**config.mk**
```make
export PLATFORM = sky130hd
export DESIGN_NAME = blockram_port_arbiter
export DESIGN_NICKNAME = d
export VERILOG_FILES = /design/src/rtl/blockram_port_arbiter.sv
export SDC_FILE = /design/constraint.sdc
export NUM_CORES = 1
export LEC_CHECK = 0
export CAP_MARGIN = 20
export CORE_AREA = 2 2 209 211
export DETAILED_ROUTE_END_ITERATION = 7
export DIE_AREA = 0 0 211 213
export PLACE_DENSITY_LB_ADDON = 0.2
export SLEW_MARGIN = 20
export SYNTH_ARGS = -nofsm -noshare
export SYNTH_HDL_FRONTEND = slang
export SYNTH_SLANG_ARGS = --single-unit
```
**constraint.sdc**
```tcl
create_clock -name clk_in -period 2.5 [get_ports clk_in]
set_input_delay 0.375 -clock clk_in [delete_from_list [all_inputs] [get_ports clk_in]]
set_output_delay 0.375 -clock clk_in [all_outputs]
set_load 0.01 [all_outputs]
```
**src/rtl/blockram_port_arbiter.sv**
```systemverilog
// blockram_port_arbiter
//   Shares a single port of a WriteFirst block RAM among NUM_REQUESTER clients.
//   Clients present valid/ready requests; one is granted per cycle in round-robin
//   order. Only one access is outstanding at a time: the response register holds
//   the id and access kind of the last grant, and the RAM read register (which only
//   updates on access_en) provides the data one cycle after the grant.
//
//   Ports
//     clk_in, reset_in              clock, synchronous active-high reset
//     request_*_in                  flattened per-client request fields
//     request_ready_out             one-hot grant, transfer on valid & ready
//     ram_*_out / ram_read_*_in     connection to the RAM port
//     response_*_out                tagged response, held while ~response_ready_in
//     response_ready_in             consumer accepts the pending response
module blockram_port_arbiter #(
  parameter int NUM_REQUESTER              = 4,
  parameter int SINGLE_ENTRY_WIDTH_IN_BITS = 64,
  parameter int NUM_SET                    = 64,
  parameter int SET_PTR_WIDTH_IN_BITS      = $clog2(NUM_SET),
  parameter int WRITE_MASK_LEN             = SINGLE_ENTRY_WIDTH_IN_BITS / 8,
  parameter int REQUESTER_ID_WIDTH         = $clog2(NUM_REQUESTER)
) (
  input  logic                                            clk_in,
  input  logic                                            reset_in,
  input  logic [NUM_REQUESTER-1:0]                        request_valid_in,
  input  logic [NUM_REQUESTER*WRITE_MASK_LEN-1:0]         request_write_en_in,
  input  logic [NUM_REQUESTER*SET_PTR_WIDTH_IN_BITS-1:0]  request_set_addr_in,
  input  logic [NUM_REQUESTER*SINGLE_ENTRY_WIDTH_IN_BITS-1:0] request_write_entry_in,
  output logic [NUM_REQUESTER-1:0]                        request_ready_out,
  output logic                                            ram_access_en_out,
  output logic [WRITE_MASK_LEN-1:0]                       ram_write_en_out,
  output logic [SET_PTR_WIDTH_IN_BITS-1:0]                ram_set_addr_out,
  output logic [SINGLE_ENTRY_WIDTH_IN_BITS-1:0]           ram_write_entry_out,
  input  logic [SINGLE_ENTRY_WIDTH_IN_BITS-1:0]           ram_read_entry_in,
  input  logic                                            ram_read_valid_in,
  output logic                                            response_valid_out,
  output logic [REQUESTER_ID_WIDTH-1:0]                   response_id_out,
  output logic                                            response_is_write_out,
  output logic [SINGLE_ENTRY_WIDTH_IN_BITS-1:0]           response_entry_out,
  output logic                                            response_entry_valid_out,
  input  logic                                            response_ready_in
);

  localparam int WML = WRITE_MASK_LEN;
  localparam int AW  = SET_PTR_WIDTH_IN_BITS;
  localparam int EW  = SINGLE_ENTRY_WIDTH_IN_BITS;
  localparam int IDW = REQUESTER_ID_WIDTH;

  logic [IDW-1:0] rr_ptr;
  logic [IDW-1:0] grant_idx;
  logic           grant_found;
  logic           issue_ok;
  logic           grant_en;
  logic [WML-1:0] grant_mask;

  // A pending response may be drained in the same cycle a new access issues.
  assign issue_ok = ~response_valid_out | response_ready_in;

  // Round-robin search starting at rr_ptr, wrapping modulo NUM_REQUESTER.
  always_comb begin
    int cand;
    cand        = 0;
    grant_found = 1'b0;
    grant_idx   = '0;
    for (int k = 0; k < NUM_REQUESTER; k++) begin
      cand = (int'(rr_ptr) + k) % NUM_REQUESTER;
      if (!grant_found && request_valid_in[cand[IDW-1:0]]) begin
        grant_found = 1'b1;
        grant_idx   = cand[IDW-1:0];
      end
    end
  end

  assign grant_en = grant_found & issue_ok & ~reset_in;

  always_comb begin
    request_ready_out = '0;
    if (grant_en) request_ready_out[grant_idx] = 1'b1;
  end

  assign grant_mask          = request_write_en_in[grant_idx*WML +: WML];
  assign ram_access_en_out   = |(request_valid_in & request_ready_out);
  assign ram_write_en_out    = grant_en ? grant_mask : '0;
  assign ram_set_addr_out    = request_set_addr_in[grant_idx*AW +: AW];
  assign ram_write_entry_out = request_write_entry_in[grant_idx*EW +: EW];

  always_ff @(posedge clk_in) begin
    if (reset_in) begin
      rr_ptr                <= '0;
      response_valid_out    <= 1'b0;
      response_id_out       <= '0;
      response_is_write_out <= 1'b0;
    end else if (grant_en) begin
      if (int'(grant_idx) == NUM_REQUESTER - 1) rr_ptr <= '0;
      else                                      rr_ptr <= grant_idx + 1'b1;
      response_valid_out    <= 1'b1;
      response_id_out       <= grant_idx;
      response_is_write_out <= |grant_mask;
    end else if (response_ready_in) begin
      response_valid_out    <= 1'b0;
    end
  end

  // The RAM read register only moves on access_en, and no access issues while a
  // response is stalled, so the RAM outputs double as the held response data.
  assign response_entry_out       = ram_read_entry_in;
  assign response_entry_valid_out = ram_read_valid_in & response_valid_out;

  // Clients must hold their request fields until the request is accepted.
  for (genvar i = 0; i < NUM_REQUESTER; i++) begin : g_req_stable
    a_req_stable : assert property (@(posedge clk_in)
      (!reset_in && request_valid_in[i] && !request_ready_out[i]) |=>
      (reset_in || !request_valid_in[i] ||
       ($stable(request_write_en_in[i*WML +: WML]) &&
        $stable(request_set_addr_in[i*AW +: AW]) &&
        $stable(request_write_entry_in[i*EW +: EW]))));
  end

endmodule

```
# After elaboration in Yosys (flattened, before gate mapping)
# Index checks and enable logic that the tools add are counted.
dict set report totals {
  ramBits 0
  memories 0
  latchBits 0
  output_inout_bits 152
  word_cells 59
  ff_bits 6
  romBits 0
  in_bits 384
}
dict set report op_classes {
  n_mul 1
  n_div 0
  n_reduce_logical 10
  mux 23
  addsub 4
  n_lt_le_gt_ge 6
  n_bitwise 7
  n_eq_ne 1
  shifts 3
}
# operator n
set ops {}
lappend ops {{256-bit by 9-bit variable part select with 64-bit output} 1}
lappend ops {{32-bit by 6-bit variable part select with 8-bit output} 1}
lappend ops {{24-bit by 6-bit variable part select with 6-bit output} 1}
lappend ops {{2-bit by 3-bit less-than comparator with 1-bit output, second input constant} 5}
lappend ops {{1-bit two-way mux} 11}
lappend ops {{2-bit two-way mux} 5}
lappend ops {{1-bit binary-select mux with 2-bit select} 4}
lappend ops {{8-bit two-way mux} 1}
lappend ops {{8-bit OR reduction} 1}
lappend ops {{2-bit by 1-bit adder with 2-bit output, second input constant} 2}
lappend ops {{2-bit adder, second input constant} 2}
lappend ops {{4-bit AND} 1}
lappend ops {{1-bit logical AND} 4}
lappend ops {{2-bit by 2-bit multiplier with 4-bit output, second input constant} 1}
lappend ops {{4-bit two-way mux} 1}
lappend ops {{4-bit OR reduction} 1}
lappend ops {{1-bit AND} 3}
lappend ops {{1-bit zero test} 3}
lappend ops {{1-bit demux with 2-bit select} 1}
lappend ops {{2-bit by 1-bit equality test with 1-bit output, second input constant} 1}
lappend ops {{2-bit by 1-bit greater-or-equal comparator with 1-bit output, second input constant} 1}
lappend ops {{1-bit NOT} 2}
lappend ops {{2-bit nonzero test} 1}
lappend ops {{1-bit bitwise OR} 1}

# Logic depth before layout (Yosys ltp)
dict set report depth {
  ltp_word 19
  mapped_depth 9
}

# Least setup slack after synthesis
# Ideal clock, no wire load.
dict set report synth_path {
  path_type {input to output}
  start {in request_valid_in[2]}
  end {out request_ready_out[1]}
  n_path_buf 4
  path_stages 8
  arrival_ns 2.102
  setup_slack_ns 0.023
  t_required_ns 2.125
  cell_sequence {nor2b_1 or4b_1 and2_1 buf_6 buf_6 buf_2 buf_2 nor3_1}
}
dict set report synth_via {
  elab_chain_len 17
  word_cells_on_any_way 30
  cone_classes {order compare: 2; mux: 19; bitwise: 2; reduce/logical: 7}
}
# element line
set synth_lines {}
lappend synth_lines {{start, declared} 25} ;# input logic [NUM_REQUESTER-1:0] request_valid_in,
lappend synth_lines {{1-bit binary-select mux with 2-bit select} 67} ;# if (!grant_found && request_valid_in[cand[IDW-1:0]]) begin
lappend synth_lines {{1-bit two-way mux (not written as such)} 67}
lappend synth_lines {{1-bit two-way mux} 67}
lappend synth_lines {{1-bit zero test} 67}
lappend synth_lines {{1-bit logical AND} 67}
lappend synth_lines {{1-bit two-way mux} 67}
lappend synth_lines {{1-bit zero test} 67}
lappend synth_lines {{1-bit logical AND} 67}
lappend synth_lines {{1-bit two-way mux} 67}
lappend synth_lines {{1-bit zero test} 67}
lappend synth_lines {{1-bit logical AND} 67}
lappend synth_lines {{2-bit two-way mux} 67}
lappend synth_lines {{2-bit by 3-bit less-than comparator with 1-bit output (not written as such) / 2-bit by 1-bit greater-or-equal comparator with 1-bit output (equally long branches)} 78} ;# if (grant_en) request_ready_out[grant_idx] = 1'b1;
lappend synth_lines {{1-bit logical AND (not written as such)} 78}
lappend synth_lines {{1-bit two-way mux (not written as such)} 78}
lappend synth_lines {{1-bit demux with 2-bit select} 78}
lappend synth_lines {{4-bit two-way mux *} 78}
lappend synth_lines {{end, declared} 29} ;# output logic [NUM_REQUESTER-1:0] request_ready_out,
# Mark *: on every way between the ends. The rest lies on a longest branch, timed or not. The select of a mux whose other input is x is not followed.

# Worst setup path in the final report
dict set report layout_path {
  start {reg rr_ptr[0]}
  end {out ram_write_entry_out[45]}
}
dict set report layout_via {
  elab_chain_len 13
  word_cells_on_any_way 25
  cone_classes {add/sub: 3; shift: 1; mux: 15; reduce/logical: 6}
}
# element line
set layout_lines {}
lappend layout_lines {{start, declared} 49} ;# logic [IDW-1:0] rr_ptr;
lappend layout_lines {{start signal, assigned} 95} ;# else rr_ptr <= grant_idx + 1'b1;
lappend layout_lines {{branches (longest 11 deep; another with 2-bit by 1-bit adder with 2-bit output)} n/a}
lappend layout_lines {{2-bit two-way mux *} 67}
lappend layout_lines {{256-bit by 9-bit variable part select with 64-bit output *} 85} ;# assign ram_write_entry_out = request_write_entry_in[grant_idx*EW +: EW];
lappend layout_lines {{end, declared} 33} ;# output logic [SINGLE_ENTRY_WIDTH_IN_BITS-1:0] ram_write_entry_out,
# Mark *: on every way between the ends. The select of a mux whose other input is x is not followed.

==> metrics <==
slowest CP cell=or4_4; n_diodes=0; Tcrit/Tclk final=108.5%; Synth Instances=~660; Die Ht=about 210 um; Worst Setup Path Type=reg2out; Post-synth EDFFs=0; Slew Limit Headroom=a little over 70%; Crit. End Element=output pin; YS warnings=0; Pins Over Slew Limit=0; Post-synth top flop=dfxtp_1; max cap viols=0; CTS Buf Count=3; worst path required time=2.12 ns; R2R Path End=response_is_write_out; WP buf/inv=5; clk slew on worst S/H paths=0.04 ns; post-route minimum period=approximately 2.7 ns; initial antenna violation count=1; most common library cells after synthesis=nand2_1 (290), and3_1 (72), a31oi_1 (70); multiplexer share of the synthesized area=0%; min-delay worst type=reg2reg; first-pass GRT wire length=around 38000 um; post-route insts no fill=1634; fillers=4831; Core Rows=76; Core ar.=approximately 43000 um2; Reg area=between 100 and 150 um2; crit start category=flop; worst reg2reg setup slack=roughly 0.02 ns; Worst R2R Start=rr_ptr[0]; Die Wd=between 200 and 250 um; largest family of logic cells by synthesized area=simple AND/OR/NAND/NOR gates; drc violations=0; largest net degree at the start of global routing=36; RSZ-0062 raised after global routing=yes; clock buffer depth=2; vias per std cell=between 3 and 4; Post-Synth Adder-Cell Area=0.3579%; # IOs=~540; gr ovfl total=0; area of the multi-input gates=about 3100 um2; Port Buffers=approximately 410; Hold Fails Final Rpt=0; top post-synthesis cells by area=nand2_1 (31%), buf_4 (14%), and3_1 (13%); Leakage=0.004089 uW; post-synthesis register bit count=6; Worst-Skew Late Latency=~0.23 ns; Inst Count DP=between 1500 and 2000; cell with the most instances after synthesis=nand2_1; setup TNS=-11.04 ns; share of the synthesized area in the top cell type=roughly 31%; Pwr Density=approximately 530 nW/um2; hold path endpoint=response_id_out[0]; H-tree levels=1; hpwl dp=about 20000 um; post-synthesis xor/xnor area fraction=0%; Cells on Worst Hold Path=2; GRT Total Usage=~11%; skew final=roughly 0.0007 ns; syn_nets=approximately 1000; vias in the first global route=between 6000 and 7000; grt met2 use=about a fifth; final setup margin=-0.2114 ns; cell mode on critical path=buf_12; Peak supply drop=0.0001942 V; crit path max fanout=8; Initial Utilization=under 10%; Synth area leader=nand2_1; status=finished with violations; CP cell instances=nor2b_2 > or4_4 > and2_4 > clkinv_8 > buf_12 > buf_12 > buf_12 > nand2_1 > and3_1 > a31oi_1 > buf_2; detailed-router iteration count before antenna repair=5; post-synthesis sequential area ratio=3.436%; crit path DAT=2.34 ns; Num Clock Sinks=6; reg2reg path depth=13; Final Util=roughly 22%; most used routing layer=met2; FMAX=between 300 and 400 MHz; hold_sp=response_id_out[0]; # setup viols final=78; die area=44940 um2; CTS tree=done; First DRT Iteration DRCs=250; routed wire length=27190 um; drt wl/cell=about 17 um; Syn-to-layout area delta=171.8%; Via Count=6158; Root Driver=clkbuf_16; Layout Nets=between 1000 and 1500; Post-Synth Simple-Gate Area=between 50% and 60%; share of cells above drive strength 1=a little under a third; Worst path max stage delay=approximately 0.48 ns; synthesized area=roughly 3500 um2; Async SR Flop Fraction=0%; gpl congestion=roughly 0.75; Avg Inst Size Synth=5.337 um2; M3 GR Usage=between 2 and 3%; GR Layer Usage met1=roughly 13%; hold_buf cts=0; failing checks=setup timing; family with the most delay on the worst path=simple AND/OR/NAND/NOR gates; Worst-Margin Slew=between 0.4 and 0.5 ns; Post-DRT Antenna Nets=0; Compound-Gate Fraction of Synth Area=roughly a fifth; post-synth cell types=35
final cells by class:
cell class	count	area share (%)
timing repair buffer	550	57.87
clock buffer	3	0.7901
multi-input combinational	518	32.26
tap	546	7.190
inverter	11	0.5662
sequential	6	1.317
repair_timing:
action,4_1_cts,5_1_grt
cloned,10,4
pin swaps,34,15
setup buffers,38,16
gates resized for setup,470,58
endpoints found under the setup margin,84,82
worst max-delay path by stage:
stage	startpoint	end	depth (start not counted)
2_1_floorplan	request_valid_in[2]	request_ready_out[1]	8
3_3_place_gp	request_valid_in[1]	ram_write_entry_out[32]	11
5_1_grt	rr_ptr[0]	ram_write_entry_out[43]	10
6_report	rr_ptr[0]	ram_write_entry_out[45]	11
4_1_cts	rr_ptr[0]	ram_write_entry_out[45]	11
3_5_place_dp	request_valid_in[2]	ram_write_entry_out[32]	11
placed cells by master, fill, tap and decap left out, drive strengths merged, types with 5 or more instances in the layout:
master	netlist	final
a21oi	6	6
a31oi	70	70
and2	7	7
and3	72	72
buf	98	224
clkbuf	22	7
clkdlybuf4s50	0	320
dfxtp	6	6
inv	10	10
nand2	290	290
nand3	18	18
nor2b	5	5
nor3	6	6
nor4	6	6
state kept, by name, indices dropped and copies added, names as in the netlist:
name,flops
response_is_write_out,1
response_valid_out,1
response_id_out,2
rr_ptr,2
worst register-to-register path, stage by stage (launching register included):
cell and delay, ns:
dfxtp_4 0.36, nor2b_2 0.05, or4_4 0.48, and2_4 0.21
buf_6 0.13, buf_12 0.13, buf_6 0.11, o211ai_1 0.20
buf_4 0.14, buf_4 0.09, buf_4 0.09, buf_4 0.09
o2bb2a_4 0.15, a41oi_2 0.16
logic make-up (layout without fill, tap and decap cells):
family | count (synthesis) | count (layout)
buf+inv | 131 | 564
flops | 6 | 6
fa+ha+maj | 1 | 1
simple gates | 414 | 414
compound gates | 103 | 103
report_power, final:
group	switching, uW	internal (uW)	leakage [uW]
combinational	2060	2600	0.00400
clock	55.4	206	0.0000370
sequential	12.4	111	0.0000508
total	2130	2920	0.00409
metrics by stage:
| step | instance area, um2 | power, uW | hold slack, ns | worst slack [ns] |
|---|---|---|---|---|
| 2_1_floorplan | 3496 | 1773 | 0.4441 | 0.02347 |
| 3_3_place_gp | 8329 | 4004 | 0.4566 | -1.034 |
| 3_5_place_dp | 8329 | 3976 | 0.4584 | -1.040 |
| 4_1_cts | 9056 | 4790 | 0.4671 | -0.2775 |
| 5_1_grt | 9502 | 5443 | 0.5022 | -0.3378 |
| 6_report | 9502 | 5053 | 0.4628 | -0.2114 |
layer usage:
layer	routed length [um]	share of wire (%)	up-vias
met5	13	0.048	-
met4	703	2.6	2
met3	2188	8.0	46
met2	12890	47	297
met1	11400	42	2777
li1	-	-	3036
Note: power is estimated with default switching activity, not from simulation.
